[config.mk]
export PLATFORM = sky130hd
export DESIGN_NAME = pc_intr_seq
export DESIGN_NICKNAME = d
export VERILOG_FILES = /design/src/rtl/pc_intr_seq.sv
export SDC_FILE = /design/constraint.sdc
export NUM_CORES = 1
export LEC_CHECK = 0
export BUFFER_PORTS_ARGS = -buffer_cell sky130_fd_sc_hd__buf_2
export CELL_PAD_IN_SITES_DETAIL_PLACEMENT = 1
export CELL_PAD_IN_SITES_GLOBAL_PLACEMENT = 1
export CORE_MARGIN = 2
export CORE_UTILIZATION = 45
export DETAILED_ROUTE_END_ITERATION = 7
export PLACE_DENSITY = 0.88
export REMOVE_ABC_BUFFERS = 1
export SYNTH_ARGS = -nofsm -noshare
export SYNTH_HDL_FRONTEND = slang
export SYNTH_SLANG_ARGS = --single-unit
[constraint.sdc]
create_clock -name clock -period 2.6 [get_ports clock]
set_input_delay 0 -clock clock [delete_from_list [all_inputs] [get_ports clock]]
set_output_delay 0 -clock clock [all_outputs]
set_load 0.01 [all_outputs]
[src/rtl/pc_intr_seq.sv]
`default_nettype none
// ============================================================================
// Module   : pc_intr_seq
// Purpose  : Program counter sequencer with a jump / jump-if-flag unit and a
//            prioritised, nestable interrupt controller. Each interrupt entry
//            saves {next pc, next flag, current priority} on a small stack,
//            and a return restores them.
// Ports    : clock     - sole clock, rising edge
//            reset_n   - asynchronous active-low reset
//            jmp_en    - unconditional jump to target
//            je_en     - jump to target when flag=1 (clears flag)
//            ret       - return from interrupt
//            target    - jump destination
//            flag_w_en - flag write strobe, flag_in = value
//            int_en    - global interrupt enable
//            irq_req   - level-sensitive requests, irq_mask = per-channel enable
//            vec_base  - vector table base address
//            pc, flag  - current program counter and flag
//            irq_ack   - one-hot, one-cycle acknowledge pulse
//            depth     - save-stack occupancy
//            ret_err   - sticky: ret seen with an empty stack
// Revision : 1.0 - initial release
// ============================================================================
module pc_intr_seq #(
    parameter int ADDR_W      = 8,
    parameter int NUM_IRQ     = 4,
    parameter int STACK_DEPTH = 4,
    parameter int VEC_STRIDE  = 4,
    parameter int RESET_PC    = 0,
    localparam int DEPTH_W    = $clog2(STACK_DEPTH + 1)
) (
    input  logic               clock,
    input  logic               reset_n,
    input  logic               jmp_en,
    input  logic               je_en,
    input  logic               ret,
    input  logic [ADDR_W-1:0]  target,
    input  logic               flag_w_en,
    input  logic               flag_in,
    input  logic               int_en,
    input  logic [NUM_IRQ-1:0] irq_req,
    input  logic [NUM_IRQ-1:0] irq_mask,
    input  logic [ADDR_W-1:0]  vec_base,
    output logic [ADDR_W-1:0]  pc,
    output logic               flag,
    output logic [NUM_IRQ-1:0] irq_ack,
    output logic [DEPTH_W-1:0] depth,
    output logic               ret_err
);

    // Priority needs one code beyond the last channel to mean "idle".
    localparam int PRIO_W = $clog2(NUM_IRQ + 1);

    logic [PRIO_W-1:0]  cur_prio;

    // Save stack; entry i holds the context pushed when depth was i.
    logic [ADDR_W-1:0]  stk_pc   [STACK_DEPTH];
    logic               stk_flag [STACK_DEPTH];
    logic [PRIO_W-1:0]  stk_prio [STACK_DEPTH];

    logic [ADDR_W-1:0]  seq_pc;
    logic               seq_flag;
    logic               win_valid;
    logic [PRIO_W-1:0]  win_idx;
    logic               take;
    logic [ADDR_W-1:0]  vec_addr;
    logic [NUM_IRQ-1:0] ack_next;
    logic [ADDR_W-1:0]  top_pc;
    logic               top_flag;
    logic [PRIO_W-1:0]  top_prio;

    // Normal sequencing; jmp_en dominates je_en because both select target.
    always_comb begin
        if (jmp_en || (je_en && flag)) begin
            seq_pc = target;
        end else begin
            seq_pc = pc + ADDR_W'(1);
        end
        if (je_en) begin
            seq_flag = 1'b0;
        end else if (flag_w_en) begin
            seq_flag = flag_in;
        end else begin
            seq_flag = flag;
        end
    end

    // Lowest enabled requesting index wins; scanning downward leaves the
    // lowest hit as the final assignment.
    always_comb begin
        win_valid = 1'b0;
        win_idx   = '0;
        for (int i = NUM_IRQ - 1; i >= 0; i--) begin
            if (irq_req[i] && irq_mask[i]) begin
                win_valid = 1'b1;
                win_idx   = PRIO_W'(i);
            end
        end
    end

    assign take     = int_en && win_valid && (win_idx < cur_prio) &&
                      (depth < DEPTH_W'(STACK_DEPTH)) && !ret;
    assign vec_addr = vec_base + ADDR_W'(VEC_STRIDE * int'(win_idx));

    always_comb begin
        ack_next = '0;
        for (int i = 0; i < NUM_IRQ; i++) begin
            if (take && (PRIO_W'(i) == win_idx)) begin
                ack_next[i] = 1'b1;
            end
        end
    end

    // Top-of-stack read mux (entry depth-1).
    always_comb begin
        top_pc   = '0;
        top_flag = 1'b0;
        top_prio = '0;
        for (int i = 0; i < STACK_DEPTH; i++) begin
            if (DEPTH_W'(i + 1) == depth) begin
                top_pc   = stk_pc[i];
                top_flag = stk_flag[i];
                top_prio = stk_prio[i];
            end
        end
    end

    // Stack storage carries no reset: depth alone defines what is valid.
    always_ff @(posedge clock) begin
        for (int i = 0; i < STACK_DEPTH; i++) begin
            if (take && (DEPTH_W'(i) == depth)) begin
                stk_pc[i]   <= seq_pc;
                stk_flag[i] <= seq_flag;
                stk_prio[i] <= cur_prio;
            end
        end
    end

    always_ff @(posedge clock or negedge reset_n) begin
        if (!reset_n) begin
            pc       <= ADDR_W'(RESET_PC);
            flag     <= 1'b0;
            irq_ack  <= '0;
            depth    <= '0;
            cur_prio <= PRIO_W'(NUM_IRQ);
            ret_err  <= 1'b0;
        end else begin
            irq_ack <= ack_next;
            if (ret) begin
                if (depth != '0) begin
                    pc       <= top_pc;
                    flag     <= top_flag;
                    cur_prio <= top_prio;
                    depth    <= depth - DEPTH_W'(1);
                end else begin
                    pc      <= pc + ADDR_W'(1);
                    ret_err <= 1'b1;
                end
            end else if (take) begin
                pc       <= vec_addr;
                flag     <= 1'b0;
                cur_prio <= win_idx;
                depth    <= depth + DEPTH_W'(1);
            end else begin
                pc   <= seq_pc;
                flag <= seq_flag;
            end
        end
    end

endmodule
`default_nettype wire
==> results_tabular.tex <==
\begin{tabular}{lr}
\hline
Metric & Value \\
\hline
\multicolumn{2}{l}{\textbf{Place}} \\
RD Place Congestion & a little over 0.8 \\
DPL Wire Length & roughly 7200 um \\
Worst setup slack after placement & 0.133 ns \\
Post-Place Cells & 440 \\
Post-detailed-placement cell area & 3810 um\^{}2 \\
Count of port buffers added during placement & 48 \\
\multicolumn{2}{l}{\textbf{Power and ir drop}} \\
Total chip power & 4.17 mW \\
Max IR drop VDD & between 400 and 500 uV \\
Internal Pwr Total & 2.46 mW \\
Switching power summed over all nets & 1.71 mW \\
PwrDens & around 1000 nW/um\^{}2 \\
Clk pwr share & 0.186 \\
Portion of total power attributed to sequential cells & 0.385 \\
Switching share of total power & 0.411 \\
Leak & 1.58 nW \\
Relative contribution of combinational cells to total power & 0.429 \\
\multicolumn{2}{l}{\textbf{Synth}} \\
Mux share of post-synthesis cell area & 0.0184 \\
Avg Cell Area, Syn & between 10 and 15 um\^{}2 \\
Synthesized netlist cell count & 292 \\
Sequential fraction of the synthesis area & 0.571 \\
Post-synth design cell area & around 3400 um\^{}2 \\
Parity-gate share of the synthesized area counting xor and xnor cells & 0.0258 \\
Combinational family with the most area after synthesis & compound AO/OA/AOI/OAI gates \\
Compound-gate portion of the synthesized area & 0.187 \\
Synthesis warning total & 0 \\
Number of distinct standard cells referenced by the synthesized netlist & between 50 and 60 \\
Area share of fa/ha/maj cells after synthesis & 0.0427 \\
Proportion of synthesized flip-flops having asynchronous set or reset & 0.294 \\
FF+latch count, synth & 68 \\
Number of synthesized flops with an enable pin & 48 \\
Primary FF master, synth & sky130\_fd\_sc\_hd\_\_edfxtp\_1 \\
Simple logic cell fraction of the synthesized area & 0.120 \\
\multicolumn{2}{l}{\textbf{CTS}} \\
TritonCTS clock tree & yes \\
Clock latency on the worst-skew pair & $\sim$0.35 ns \\
Number of H-tree levels & 3 \\
Clock Tree Root & sky130\_fd\_sc\_hd\_\_clkbuf\_8 \\
Cts bufs inserted & 9 \\
Number of clock sinks & between 60 and 70 \\
Maximum clock path buffer count & 2 \\
Post-CTS clock slew at the launch and capture registers of the worst setup and hold paths & 0.07 ns \\
\# Post-CTS Setup Buffers & 0 \\
\multicolumn{2}{l}{\textbf{Worst setup path}} \\
Capture instance of the worst register-to-register path & pc[7]\$\_DFF\_PN0\_ \\
Worst Reg-to-Reg Cells & 7 \\
Internal reg-to-reg setup slack & roughly 0.28 ns \\
Kind of end point of the critical path & flip-flop \\
Worst setup path category & input pin to flip-flop \\
FF-to-FF Start & depth[2]\$\_DFFE\_PN0P\_ \\
Data arrival, critical path & 2.38 ns \\
Capture point of the critical path & stk\_flag[1]\$\_DFFE\_PP\_ \\
Req. time, crit path & 2.62 ns \\
Critical Path Fanout Max & 12 \\
CP startpoint kind & input pin \\
Source of the critical timing path & irq\_mask[2] \\
\multicolumn{2}{l}{\textbf{STA}} \\
Post-layout worst setup margin & about 0.24 ns \\
Minimum clock period & 2.36 ns \\
Relative max-transition margin & 0.606 \\
Worst Tran Pin Value & 0.590 ns \\
Highest clock frequency the design can meet & 424 MHz \\
TNS Setup & 0 ns \\
Final max-slew violation count & 0 \\
Setup violation total in the final timing report & 0 \\
Count of endpoints failing hold in the final timing report & 0 \\
Worst Clk Skew & 0.0119 ns \\
RSZ-0062 raised after global routing & false \\
Fin crit share & 0.908 \\
\multicolumn{2}{l}{\textbf{Final layout}} \\
Layout-stage area growth over the synthesis result & 18.8\% \\
Total non-filler cell area in the finished layout & about 4000 um\^{}2 \\
Post-layout instance count excluding filler cells & 462 \\
Share of post-route cells with drive strength above 1 & 0.256 \\
Count of fill cells added during filler insertion & 830 \\
Post-layout net count & 401 \\
Antenna Diode Count & 0 \\
\multicolumn{2}{l}{\textbf{Die}} \\
Initial core utilization & 0.466 \\
Standard-cell row count & 31 \\
Die Area & 8270 um\^{}2 \\
Top-level I/O count & 49 \\
Die outline width & between 90 and 100 um \\
Placeable core region & roughly 7300 um\^{}2 \\
Die height & 90.9 um \\
\multicolumn{2}{l}{\textbf{Drt}} \\
Remaining antenna violation count after routing & 0 \\
Post-detailed-route via-to-cell ratio & about 5.9 \\
Met1 Wirelength & $\sim$4000 um \\
Top sig layer & met4 \\
Met3 Routed Length & 663 um \\
Total routed wirelength & 9970 um \\
Wire length on met2 & 5090 um \\
Detailed router's first-iteration violation count & 218 \\
Final routed wire length divided by cell count & 21.6 um \\
Number of iterations in the first detailed-routing pass & 5 \\
Drc violations & 0 \\
Vias post-DR & approximately 2700 \\
\multicolumn{2}{l}{\textbf{Status}} \\
Status & finished, final reports clean \\
\multicolumn{2}{l}{\textbf{GRT}} \\
Vias in the first global route & 2917 \\
Largest net degree at the start of global routing & 25 \\
Initial antenna violation count & 0 \\
Total global routing overflow & 0 \\
Wire length of the first global-routing pass & 15700 um \\
Global routing usage summed across all routing layers & 0.254 \\
\multicolumn{2}{l}{\textbf{Worst hold path}} \\
Class of the worst hold path & input pin to flip-flop \\
\multicolumn{2}{l}{\textbf{Flow run}} \\
Count of max-cap constraint violations & 0 \\
\hline
\end{tabular}
-- synth_stat cells (7+ instances only) --
library cell	number	area share
sky130_fd_sc_hd__ha_1	10	0.037
sky130_fd_sc_hd__edfxtp_1	48	0.42
sky130_fd_sc_hd__dfrtp_1	19	0.14
sky130_fd_sc_hd__and2_1	7	0.013
sky130_fd_sc_hd__o211ai_1	7	0.015
sky130_fd_sc_hd__nand3_1	8	0.012
sky130_fd_sc_hd__xnor2_1	8	0.021
sky130_fd_sc_hd__nor3_1	7	0.010
sky130_fd_sc_hd__inv_1	15	0.017
sky130_fd_sc_hd__a21oi_1	22	0.032
sky130_fd_sc_hd__nand2_1	22	0.024
sky130_fd_sc_hd__o21ai_0	15	0.022
sky130_fd_sc_hd__nor2_1	17	0.019
-- routing by layer --
layer,global-route usage,vias up
met2,0.438,116
met4,0.0833,0
met5,0,-
met1,0.317,1342
met3,0.0573,15
li1,-,1233
-- worst min-delay path by stage --
stage / slack [ns] / end / start / depth (start not counted)
after detailed placement: 0.01 / depth[2]$_DFFE_PN0P_ / reset_n / 1
final: 0.02 / irq_ack[1]$_DFF_PN0_ / irq_mask[1] / 3
after floorplan: -0.30 / cur_prio[0]$_DFFE_PN0P_ / reset_n / 0
after global placement: 0.01 / depth[2]$_DFFE_PN0P_ / reset_n / 1
after CTS: 0.007 / irq_ack[1]$_DFF_PN0_ / irq_mask[1] / 3
after global routing: 0.04 / stk_flag[2]$_DFFE_PP_ / je_en / 2
-- metrics by stage --
stage	hold WS (ns)	util
2_1_floorplan	-0.296	-
3_3_place_gp	0.0135	0.522
3_5_place_dp	0.0113	0.522
4_1_cts	0.00689	0.554
5_1_grt	0.0387	0.554
6_report	0.0226	0.554
-- state kept, by name, summed over array words and instances (netlist names) --
| name | count |
|---|---|
| cur_prio | 3 |
| depth | 3 |
| flag | 1 |
| irq_ack | 4 |
| pc | 8 |
| ret_err | 1 |
| stk_flag | 4 |
| stk_pc | 32 |
| stk_prio | 12 |
-- critical path, cell delays in order --
cell	delay (ns)
sky130_fd_sc_hd__dlygate4sd3_1	0.52
sky130_fd_sc_hd__buf_2	0.13
sky130_fd_sc_hd__a22oi_2	0.21
sky130_fd_sc_hd__nor2_1	0.11
sky130_fd_sc_hd__ha_1	0.29
sky130_fd_sc_hd__a21oi_1	0.29
sky130_fd_sc_hd__o21ai_2	0.12
sky130_fd_sc_hd__nor3_4	0.28
sky130_fd_sc_hd__and2_2	0.42
-- final cells by class --
class	count	area [um^2]	share of cell area
flip-flops and latches	68	1940	0.481
multi-input cells	196	1340	0.332
repair buffers	68	405	0.100
clock buffers	11	141	0.0350
well taps	99	124	0.0307
inverters	15	56.3	0.0139
clock inverters	5	27.5	0.00682
-- logic make-up (layout without fill, tap and decap cells) --
family,count (synthesis),after routing
multiplexers,6,6
flip-flops,68,68
adder cells (fa/ha/maj),11,11
XOR/XNOR,10,10
AO/OA/AOI/OAI,88,88
AND/OR/NAND/NOR,81,81
buffers and inverters,28,99
-- timing repair --
action | CTS | global route
gates resized for setup | 0 | 2
hold buffers | 6 | 0
endpoints found under the hold margin | 23 | 0
setup endpoints to repair | 0 | 24
-- cells in the final DEF, fill, tap and decap left out, types with 3 or more instances in the layout --
master / count
sky130_fd_sc_hd__a211oi_1: 5
sky130_fd_sc_hd__a21o_1: 3
sky130_fd_sc_hd__a21oi_1: 22
sky130_fd_sc_hd__a221oi_1: 6
sky130_fd_sc_hd__a22o_1: 3
sky130_fd_sc_hd__a22oi_1: 6
sky130_fd_sc_hd__and2_1: 5
sky130_fd_sc_hd__buf_2: 48
sky130_fd_sc_hd__buf_4: 14
sky130_fd_sc_hd__clkbuf_8: 10
sky130_fd_sc_hd__clkinv_2: 4
sky130_fd_sc_hd__dfrtp_1: 19
sky130_fd_sc_hd__dlygate4sd3_1: 6
sky130_fd_sc_hd__edfxtp_1: 48
sky130_fd_sc_hd__ha_1: 10
sky130_fd_sc_hd__inv_1: 15
sky130_fd_sc_hd__mux2i_1: 4
sky130_fd_sc_hd__nand2_1: 22
sky130_fd_sc_hd__nand3_1: 8
sky130_fd_sc_hd__nand4_1: 3
sky130_fd_sc_hd__nor2_1: 17
sky130_fd_sc_hd__nor2b_1: 4
sky130_fd_sc_hd__nor3_1: 7
sky130_fd_sc_hd__nor4_1: 4
sky130_fd_sc_hd__o211ai_1: 7
sky130_fd_sc_hd__o21ai_0: 15
sky130_fd_sc_hd__o31ai_1: 3
sky130_fd_sc_hd__xnor2_1: 8
-- power by group through the flow --
stage / sequential (mW) / clock (mW) / combinational, mW
after detailed placement: 1.63 / 0 / 1.76
after global routing: 1.64 / 0.833 / 1.94
after CTS: 1.61 / 0.781 / 1.78
after floorplan: 1.63 / 0 / 1.01
final: 1.61 / 0.775 / 1.79
after global placement: 1.61 / 0 / 1.67
Note: power is estimated with default switching activity, not from simulation.
